`src/rtl/ram_port_arbiter_if.sv`:
```
// ram_port_arbiter_if: burst request ports R/W plus the single byte-wide RAM port.
interface ram_port_arbiter_if #(parameter int AW = 16, parameter int DW = 8);
  logic          r_req;
  logic [AW-1:0] r_addr;
  logic [2:0]    r_len;
  logic          r_gnt;
  logic          r_vld;
  logic [DW-1:0] r_data;
  logic          r_done;
  logic          w_req;
  logic [AW-1:0] w_addr;
  logic [2:0]    w_len;
  logic [DW-1:0] w_data;
  logic          w_gnt;
  logic          w_ack;
  logic          w_done;
  logic [AW-1:0] ram_a;
  logic          ram_we;
  logic [DW-1:0] ram_wd;
  logic [DW-1:0] ram_rd;
  modport slave (
    input  r_req, r_addr, r_len, w_req, w_addr, w_len, w_data, ram_rd,
    output r_gnt, r_vld, r_data, r_done, w_gnt, w_ack, w_done, ram_a, ram_we, ram_wd
  );
  modport master (
    output r_req, r_addr, r_len, w_req, w_addr, w_len, w_data, ram_rd,
    input  r_gnt, r_vld, r_data, r_done, w_gnt, w_ack, w_done, ram_a, ram_we, ram_wd
  );
endinterface

```
`src/rtl/ram_port_arbiter.sv`:
```
// ram_port_arbiter: grants whole 1-8 byte read/write bursts on one RAM port.
// RAM_ARB_WR_PRIORITY_EN selects fixed W priority instead of round-robin.
module ram_port_arbiter #(
  parameter int AW = 16,
  parameter int DW = 8
) (
  input logic clk,
  input logic rst_n,
  ram_port_arbiter_if.slave bus
);
  typedef enum logic [1:0] {IDLE, RD, RD_TAIL, WR} state_t;
  state_t state;
  logic [2:0] cnt, len;
  logic pick_r, pick_w;
`ifdef RAM_ARB_WR_PRIORITY_EN
  assign pick_r = bus.r_req && !bus.w_req;
`else
  logic last_w;
  assign pick_r = bus.r_req && (!bus.w_req || last_w);
  always_ff @(posedge clk or negedge rst_n)
    if (!rst_n) last_w <= 1'b1;
    else if (state == IDLE && (pick_r || pick_w)) last_w <= pick_w;
`endif
  assign pick_w = bus.w_req && !pick_r;
  // ram_a is the live burst address; it stays put in IDLE
  always_ff @(posedge clk or negedge rst_n) begin
    if (!rst_n) begin
      state     <= IDLE;
      cnt       <= '0;
      len       <= '0;
      bus.ram_a <= '0;
      bus.r_vld <= 1'b0;
    end else begin
      bus.r_vld <= state == RD;
      if (state == IDLE) begin
        if (pick_r || pick_w) begin
          state     <= pick_r ? RD : WR;
          bus.ram_a <= pick_r ? bus.r_addr : bus.w_addr;
          len       <= pick_r ? bus.r_len : bus.w_len;
          cnt       <= '0;
        end
      end else if (state == RD_TAIL) begin
        state <= IDLE;
      end else if (cnt == len) begin
        state <= state == RD ? RD_TAIL : IDLE;
      end else begin
        cnt       <= cnt + 3'd1;
        bus.ram_a <= bus.ram_a + AW'(1);
      end
    end
  end
  assign bus.r_gnt  = state == RD || state == RD_TAIL;
  assign bus.r_done = state == RD_TAIL;
  assign bus.r_data = bus.r_vld ? bus.ram_rd : DW'(0);
  assign bus.w_gnt  = state == WR;
  assign bus.w_ack  = bus.w_gnt;
  assign bus.ram_we = bus.w_gnt;
  assign bus.w_done = bus.w_gnt && cnt == len;
  assign bus.ram_wd = bus.w_gnt ? bus.w_data : DW'(0);
endmodule

```
`src/flat_wrapper.sv`:
```
// flat-port wrapper written by rule: the top's interface ports become plain ports
module ram_port_arbiter_flat 
#(
  parameter int AW = 16,
  parameter int DW = 8
)
  (clk, rst_n, bus_r_req, bus_r_addr, bus_r_len, bus_w_req, bus_w_addr, bus_w_len, bus_w_data, bus_ram_rd, bus_r_gnt, bus_r_vld, bus_r_data, bus_r_done, bus_w_gnt, bus_w_ack, bus_w_done, bus_ram_a, bus_ram_we, bus_ram_wd);
  ram_port_arbiter_if #(.AW(AW), .DW(DW)) bus_i ();
  input logic clk;
  input logic rst_n;
  input wire logic [$bits(bus_i.r_req)-1:0] bus_r_req;
  input wire logic [$bits(bus_i.r_addr)-1:0] bus_r_addr;
  input wire logic [$bits(bus_i.r_len)-1:0] bus_r_len;
  input wire logic [$bits(bus_i.w_req)-1:0] bus_w_req;
  input wire logic [$bits(bus_i.w_addr)-1:0] bus_w_addr;
  input wire logic [$bits(bus_i.w_len)-1:0] bus_w_len;
  input wire logic [$bits(bus_i.w_data)-1:0] bus_w_data;
  input wire logic [$bits(bus_i.ram_rd)-1:0] bus_ram_rd;
  output wire logic [$bits(bus_i.r_gnt)-1:0] bus_r_gnt;
  output wire logic [$bits(bus_i.r_vld)-1:0] bus_r_vld;
  output wire logic [$bits(bus_i.r_data)-1:0] bus_r_data;
  output wire logic [$bits(bus_i.r_done)-1:0] bus_r_done;
  output wire logic [$bits(bus_i.w_gnt)-1:0] bus_w_gnt;
  output wire logic [$bits(bus_i.w_ack)-1:0] bus_w_ack;
  output wire logic [$bits(bus_i.w_done)-1:0] bus_w_done;
  output wire logic [$bits(bus_i.ram_a)-1:0] bus_ram_a;
  output wire logic [$bits(bus_i.ram_we)-1:0] bus_ram_we;
  output wire logic [$bits(bus_i.ram_wd)-1:0] bus_ram_wd;
  assign bus_i.r_req = bus_r_req;
  assign bus_i.r_addr = bus_r_addr;
  assign bus_i.r_len = bus_r_len;
  assign bus_i.w_req = bus_w_req;
  assign bus_i.w_addr = bus_w_addr;
  assign bus_i.w_len = bus_w_len;
  assign bus_i.w_data = bus_w_data;
  assign bus_i.ram_rd = bus_ram_rd;
  assign bus_r_gnt = bus_i.r_gnt;
  assign bus_r_vld = bus_i.r_vld;
  assign bus_r_data = bus_i.r_data;
  assign bus_r_done = bus_i.r_done;
  assign bus_w_gnt = bus_i.w_gnt;
  assign bus_w_ack = bus_i.w_ack;
  assign bus_w_done = bus_i.w_done;
  assign bus_ram_a = bus_i.ram_a;
  assign bus_ram_we = bus_i.ram_we;
  assign bus_ram_wd = bus_i.ram_wd;
  ram_port_arbiter #(.AW(AW), .DW(DW)) u_core (.clk(clk), .rst_n(rst_n), .bus(bus_i));
endmodule
```
`config.mk`:
```
export PLATFORM = sky130hd
export DESIGN_NAME = ram_port_arbiter_flat
export DESIGN_NICKNAME = d
export VERILOG_FILES = /design/src/rtl/ram_port_arbiter_if.sv /design/src/rtl/ram_port_arbiter.sv /design/src/flat_wrapper.sv
export SDC_FILE = /design/constraint.sdc
export NUM_CORES = 1
export LEC_CHECK = 0
export BUFFER_PORTS_ARGS = -buffer_cell sky130_fd_sc_hd__buf_2
export CAP_MARGIN = 0
export CORE_UTILIZATION = 42
export DETAILED_ROUTE_END_ITERATION = 7
export HOLD_SLACK_MARGIN = 0.02
export PLACE_DENSITY = 0.76
export SLEW_MARGIN = 25
export SYNTH_ARGS = -nofsm -noshare
export SYNTH_HDL_FRONTEND = slang
export SYNTH_SLANG_ARGS = --single-unit
```
`constraint.sdc`:
```
create_clock -name clk -period 1.9 [get_ports clk]
set_clock_uncertainty 0.2 [all_clocks]
set_input_delay 0.095 -clock clk [delete_from_list [all_inputs] [get_ports clk]]
set_output_delay 0.095 -clock clk [all_outputs]
set_load 0.05 [all_outputs]
```
* Word level (Yosys, flattened, before mapping)
Index checks and enable logic that the tools add are counted.
Word-level totals: register bits 26, input bits 58, output and inout port bits 39, logic and storage cells 47
Operators by class: add/sub/neg operators 2, eq/ne operators 7, muxes and demuxes 18, reduce and logical (&&, ||, !) cells 14
Operators by type and width (number):
- 16-bit two-way mux | 5
- 16-bit by 1-bit adder with 16-bit output, second input constant | 1
- 8-bit two-way mux | 2
- 3-bit two-way mux | 5
- 2-bit two-way mux | 6
- 2-bit == test, second input constant | 2
- 1-bit logical AND | 4
- 2-bit by 1-bit != test with 1-bit output, second input constant | 2
- 2-bit AND reduction | 2
- 3-bit by 1-bit adder with 3-bit output, second input constant | 1
- 3-bit == test | 1
- 1-bit logical OR | 3
- 3-bit AND reduction | 1
- 3-bit nonzero test | 1
- 2-bit by 1-bit == test with 1-bit output, second input constant | 1
- 1-bit zero test | 2
- 2-bit zero test | 1
- 2-bit != test, second input constant | 1

* Depth between registers and ports, before layout
word-level depth 8, depth in mapped cells 8, mapped depth without buffers 6

* Worst setup path after synthesis
OpenSTA, ideal clock, no wires.
kind register to register, from reg u_core.state[0], to reg u_core.bus.ram_a[13], library setup time 125 ps, data arrival time 1920 ps, required time 1575 ps, setup slack -345 ps, cell stages (with the launch flop) 9, path buffers 2, clock period less this slack 2245 ps, path through dfrtp_1 > inv_1 > ha_1 > clkbuf_1 > inv_2 > nand2b_1 > buf_2 > a211oi_1 > a2111oi_0
On the way: longest elaborated chain between the ends 3, elaborated cells on any way between the ends 7, those cells by class eq/ne (4); mux (1); reduce/logical (2)
Ends and longest elaborated chain:
- start, declared | line ram_port_arbiter.sv:12 | state_t state;
- start signal, assigned | line ram_port_arbiter.sv:37 | state <= pick_r ? RD : WR;
- start signal, assigned | line ram_port_arbiter.sv:45 | state <= state == RD ? RD_TAIL : IDLE;
- 2-bit == test
- net bus_r_done | line flat_wrapper.sv:22 | output wire logic [$bits(bus_i.r_done)-1:0] bus_r_done;
- 2-bit by 1-bit != test with 1-bit output (no source line)
- 3-bit AND reduction (no source line)
- end signal, assigned | line ram_port_arbiter.sv:38 | bus.ram_a <= pick_r ? bus.r_addr : bus.w_addr;
- end signal, assigned | line ram_port_arbiter.sv:48 | bus.ram_a <= bus.ram_a + AW'(1);
- end, declared | line ram_port_arbiter_if.sv:23 | output r_gnt, r_vld, r_data, r_done, w_gnt, w_ack, w_done, ram_a, ram_we, ram_wd
The timed path passes the listed nets, and every way through them passes these cells. A chain may end at the register's enable or synchronous reset.

* Final worst setup path
from reg u_core.state[1], to reg u_core.bus.ram_a[9]
On the way: longest elaborated chain between the ends 3, elaborated cells on any way between the ends 7, those cells by class eq/ne (4); mux (1); reduce/logical (2)
Ends and longest elaborated chain (line):
- 2-bit == test or 2-bit zero test (tied branches) | ram_port_arbiter.sv:42, ram_port_arbiter.sv:35
- 2-bit by 1-bit != test with 1-bit output (no source line) or 2-bit != test (tied branches)
- 3-bit AND reduction (no source line)
Parallel ways exist; a longest one is shown, timed or not.

==> impl_metrics.env <==
export IMPL_worstSetupStartpointType="register"
export IMPL_ant_nets=0
export IMPL_end_kind="register"
export IMPL_clockRootBuffer="clkbuf_8"
export IMPL_syn_inst=236
export IMPL_h_tree_depth=1
export IMPL_place_inst=426
export IMPL_syn2layout_area_growth_pct=59.98
export IMPL_synth_ff_type="dfrtp_1"
export IMPL_period_share_pct=101.5
export IMPL_syn_area_um2=2063
export IMPL_worstPathRequired_ns=1.85
export IMPL_fp_dieW_um=72.09
export IMPL_combPwrFrac_pct=75.1
export IMPL_path_buf_inv=2
export IMPL_rsz0062_at_grt="yes"
export IMPL_yosysWarnings=0
export IMPL_status="complete, but fails checks"
export IMPL_path_class="reg2reg"
export IMPL_initial_utilization_pct=43.68
export IMPL_min_delay_path_depth=3
export IMPL_antenna_found_initial=0
export IMPL_drcViolationCount=0
export IMPL_ys_seq_area_share_pct=31.59
export IMPL_p_per_area_nw_per_um2=2037
export IMPL_p_seq_share_pct=19.2
export IMPL_fp_dieH_um=72.09
export IMPL_cts_max_path_buffers=2
export IMPL_rr_worst_depth=6
export IMPL_whs_endpoint="u_core.bus.ram_a[9]"
export IMPL_min_from="bus_w_addr[9]"
export IMPL_crit_top_cell="buf_4"
export IMPL_fin_cells=449
export IMPL_leakage_nw=1.593
export IMPL_cp_arrival_ns=1.88
export IMPL_reg2reg_slack_ns=-0.03
export IMPL_ys_types=50
export IMPL_crit_chain="buf_4 -> ha_4 -> buf_4 -> a311oi_2 -> and3_1 -> a211oi_1"
export IMPL_grt_max_degree=27
export IMPL_post_drt_wl_per_cell_um=15.14
export IMPL_dr_pass1_iters=4
export IMPL_io_pins=97
export IMPL_p_clk_share_pct=5.6
export IMPL_routabilityCongestion=1.039
export IMPL_power_switching_mw=3.649
export IMPL_ys_seq_elements=26
export IMPL_r2r_start="u_core.state[1]"
export IMPL_dp_final_hpwl_um=5021
export IMPL_synth_edf_count=0
export IMPL_crit_start="u_core.state[1]"
export IMPL_cts_sinks=26
export IMPL_cp_top_family="compound AO/OA/AOI/OAI gates"
export IMPL_via_per_inst=5.416
export IMPL_rows=25
export IMPL_drive_above_1_share_pct=51.31
export IMPL_grt_pass1_wl_um=10670
export IMPL_wl_um=6798
export IMPL_p_total_mw=6.725
export IMPL_crit_path_top_delay_cell="dfrtp_1"
export IMPL_port_buffers=96
export IMPL_drv_cap=0
export IMPL_avgSynthCellArea_um2=8.742
export IMPL_die_area_um2=5197
export IMPL_core_area_um2=4723
export IMPL_fmax_ghz=0.5183
export IMPL_tightest_slew_ns=0.6019
export IMPL_violations="setup timing"
export IMPL_setup_tns_ns=-0.04666
export IMPL_cts_buffers=3
export IMPL_cts_tree="done"
export IMPL_cp_max_fo=6
export IMPL_ir_worst_vdd_v=0.001209
export IMPL_finalHoldViolCount=0
export IMPL_clkLatencyLatePin_ns=0.28
export IMPL_period_minus_slack_ns=1.929
export IMPL_min_path_type="in2reg"
export IMPL_ys_async_sr_fraction_pct=100.0
export IMPL_layout_setup_ws_ns=-0.02929
export IMPL_layout_nets=447
export IMPL_drt_iter0_drc=174
export IMPL_track_usage_pct=26.12
export IMPL_maxSlewHeadroom_pct=59.88
export IMPL_n_antenna_cell=0
export IMPL_finalSetupViolCount=3
export IMPL_synth_fp_nets=300
export IMPL_vias=2432
export IMPL_grt_pass1_vias=2274
export IMPL_cts_clk_slew_worst_paths_ns=0.10
export IMPL_p_int_mw=3.076
export IMPL_swShare_pct=54.26
export IMPL_grt_overflow=0
export IMPL_cpPeakStageDelay_ns=0.42
export IMPL_timing_rr_end="u_core.bus.ram_a[9]"
export IMPL_drv_slew=0
-- Yosys cell counts (3+ instances only) --
library cell  count  area (um^2)
clkbuf_1          7        26.28
and3_1           17        106.4
a21oi_1           3        15.01
nor2_1           12        45.04
nand4_1           5        31.28
a211oi_1         11        82.58
nand3_1           7        35.03
o32ai_1           5        43.79
nand2_1          13        48.80
a32oi_1           3        26.28
o21ai_0           6        30.03
a311oi_1          9        78.83
ha_1              6        75.07
a21boi_0          6        45.04
xnor2_2           3        48.80
and4_1            3        26.28
nor2b_1           4        25.02
and2_1           18        112.6
buf_2             3        15.01
a31oi_1           6        37.54
inv_1            11        41.29
dfrtp_1          25        625.6
nor4_1            4        25.02
nor3_1            5        25.02
mux2i_1           8        80.08
o21ai_1           4        20.02
-- registers in the layout, indices dropped and copies added (netlist names) --
name / cells
u_core.last_w: 1
u_core.bus.ram_a: 16
u_core.bus.r_vld: 1
u_core.cnt: 3
u_core.state: 2
u_core.len: 3
-- worst reg2reg max path, delay by kind of cell (launching register included) --
| family | cells | cell delay [ns] |
|---|---|---|
| compound gates | 2 | 0.46 |
| flops | 1 | 0.42 |
| buf+inv | 2 | 0.33 |
| simple gates | 1 | 0.21 |
| fa+ha+maj | 1 | 0.17 |
-- cell type report --
class / count / area [um^2]
clock buffer: 4 / 55.05
fill: 351 / 1423
timing repair buffer: 155 / 984.7
multi-input combinational: 185 / 1464
inverter: 12 / 45.04
tap: 67 / 83.83
sequential: 26 / 668.1
-- what timing repair did --
action                                  CTS  global route
resized for setup                        11            20
pin swaps                                 1            10
setup buffers                             1             4
hold buffers                             14             0
hold endpoints to repair                 33             0
endpoints found under the setup margin    8            25
gates cloned                              0             0
-- cell usage in the layout, fill, tap and decap left out, drive strengths merged, types with 6 or more instances in the layout --
cell type,synthesis,final
a21boi,6,6
a211oi,11,11
dfrtp,25,25
inv,12,12
nor2,12,12
nand3,9,9
a311oi,9,9
mux2i,8,8
a31oi,6,6
nand2,14,14
buf,6,141
and2,18,18
dlygate4sd3,0,14
and3,19,19
ha,6,6
o21ai,11,11
-- metrics by stage --
stage / hold slack, ns / utilization, % / worst slack, ns / cell area, um^2
2_1_floorplan: -0.4006 / - / -0.01290 / 2103
3_3_place_gp: -0.05913 / 61.75 / -0.1226 / 2917
3_5_place_dp: -0.06374 / 61.75 / -0.1464 / 2917
4_1_cts: 0.03128 / 66.97 / -0.03435 / 3163
5_1_grt: 0.03262 / 69.88 / -0.05261 / 3301
6_report: 0.03794 / 69.88 / -0.02929 / 3301
-- worst max path at each step --
stage | endpoint | slack, ns | depth (start not counted)
after floorplan | u_core.bus.ram_a[13] | -0.01 | 8
after global placement | u_core.bus.ram_a[9] | -0.12 | 6
after detailed placement | u_core.bus.ram_a[13] | -0.15 | 6
after CTS | u_core.bus.ram_a[12] | -0.03 | 6
after global routing | u_core.bus.ram_a[13] | -0.05 | 7
final | u_core.bus.ram_a[9] | -0.03 | 6
-- routing by layer --
metal / GRT usage [%] / share of wire (%) / vias up
met5: 0 / 0 / -
li1: - / - / 1195
met4: 7.407 / 1.8 / 0
met3: 2.917 / 6.7 / 14
met1: 35.25 / 43 / 1108
met2: 44.34 / 48 / 115
-- logic make-up (layout without fill, tap and decap cells) --
family,count (synthesis),after routing,synth area share (%)
AOI/OAI and AO/OA,68,68,24.50
adders and majority gates,6,6,3.638
and+or+nand+nor,98,98,27.83
buffers and inverters,25,171,5.093
xor gates and xnor gates,3,3,2.365
DFF,26,26,31.60
muxes,10,10,4.973
-- power groups by stage --
stage	clock (mW)	combinational [mW]	sequential, mW
CTS	0.380	4.68	1.26
global route	0.399	5.39	1.34
detailed placement	0	4.50	1.26
finish	0.379	5.05	1.29
global placement	0	4.44	1.26
floorplan	0	2.33	1.86
Note: power is estimated with default switching activity, not from simulation.
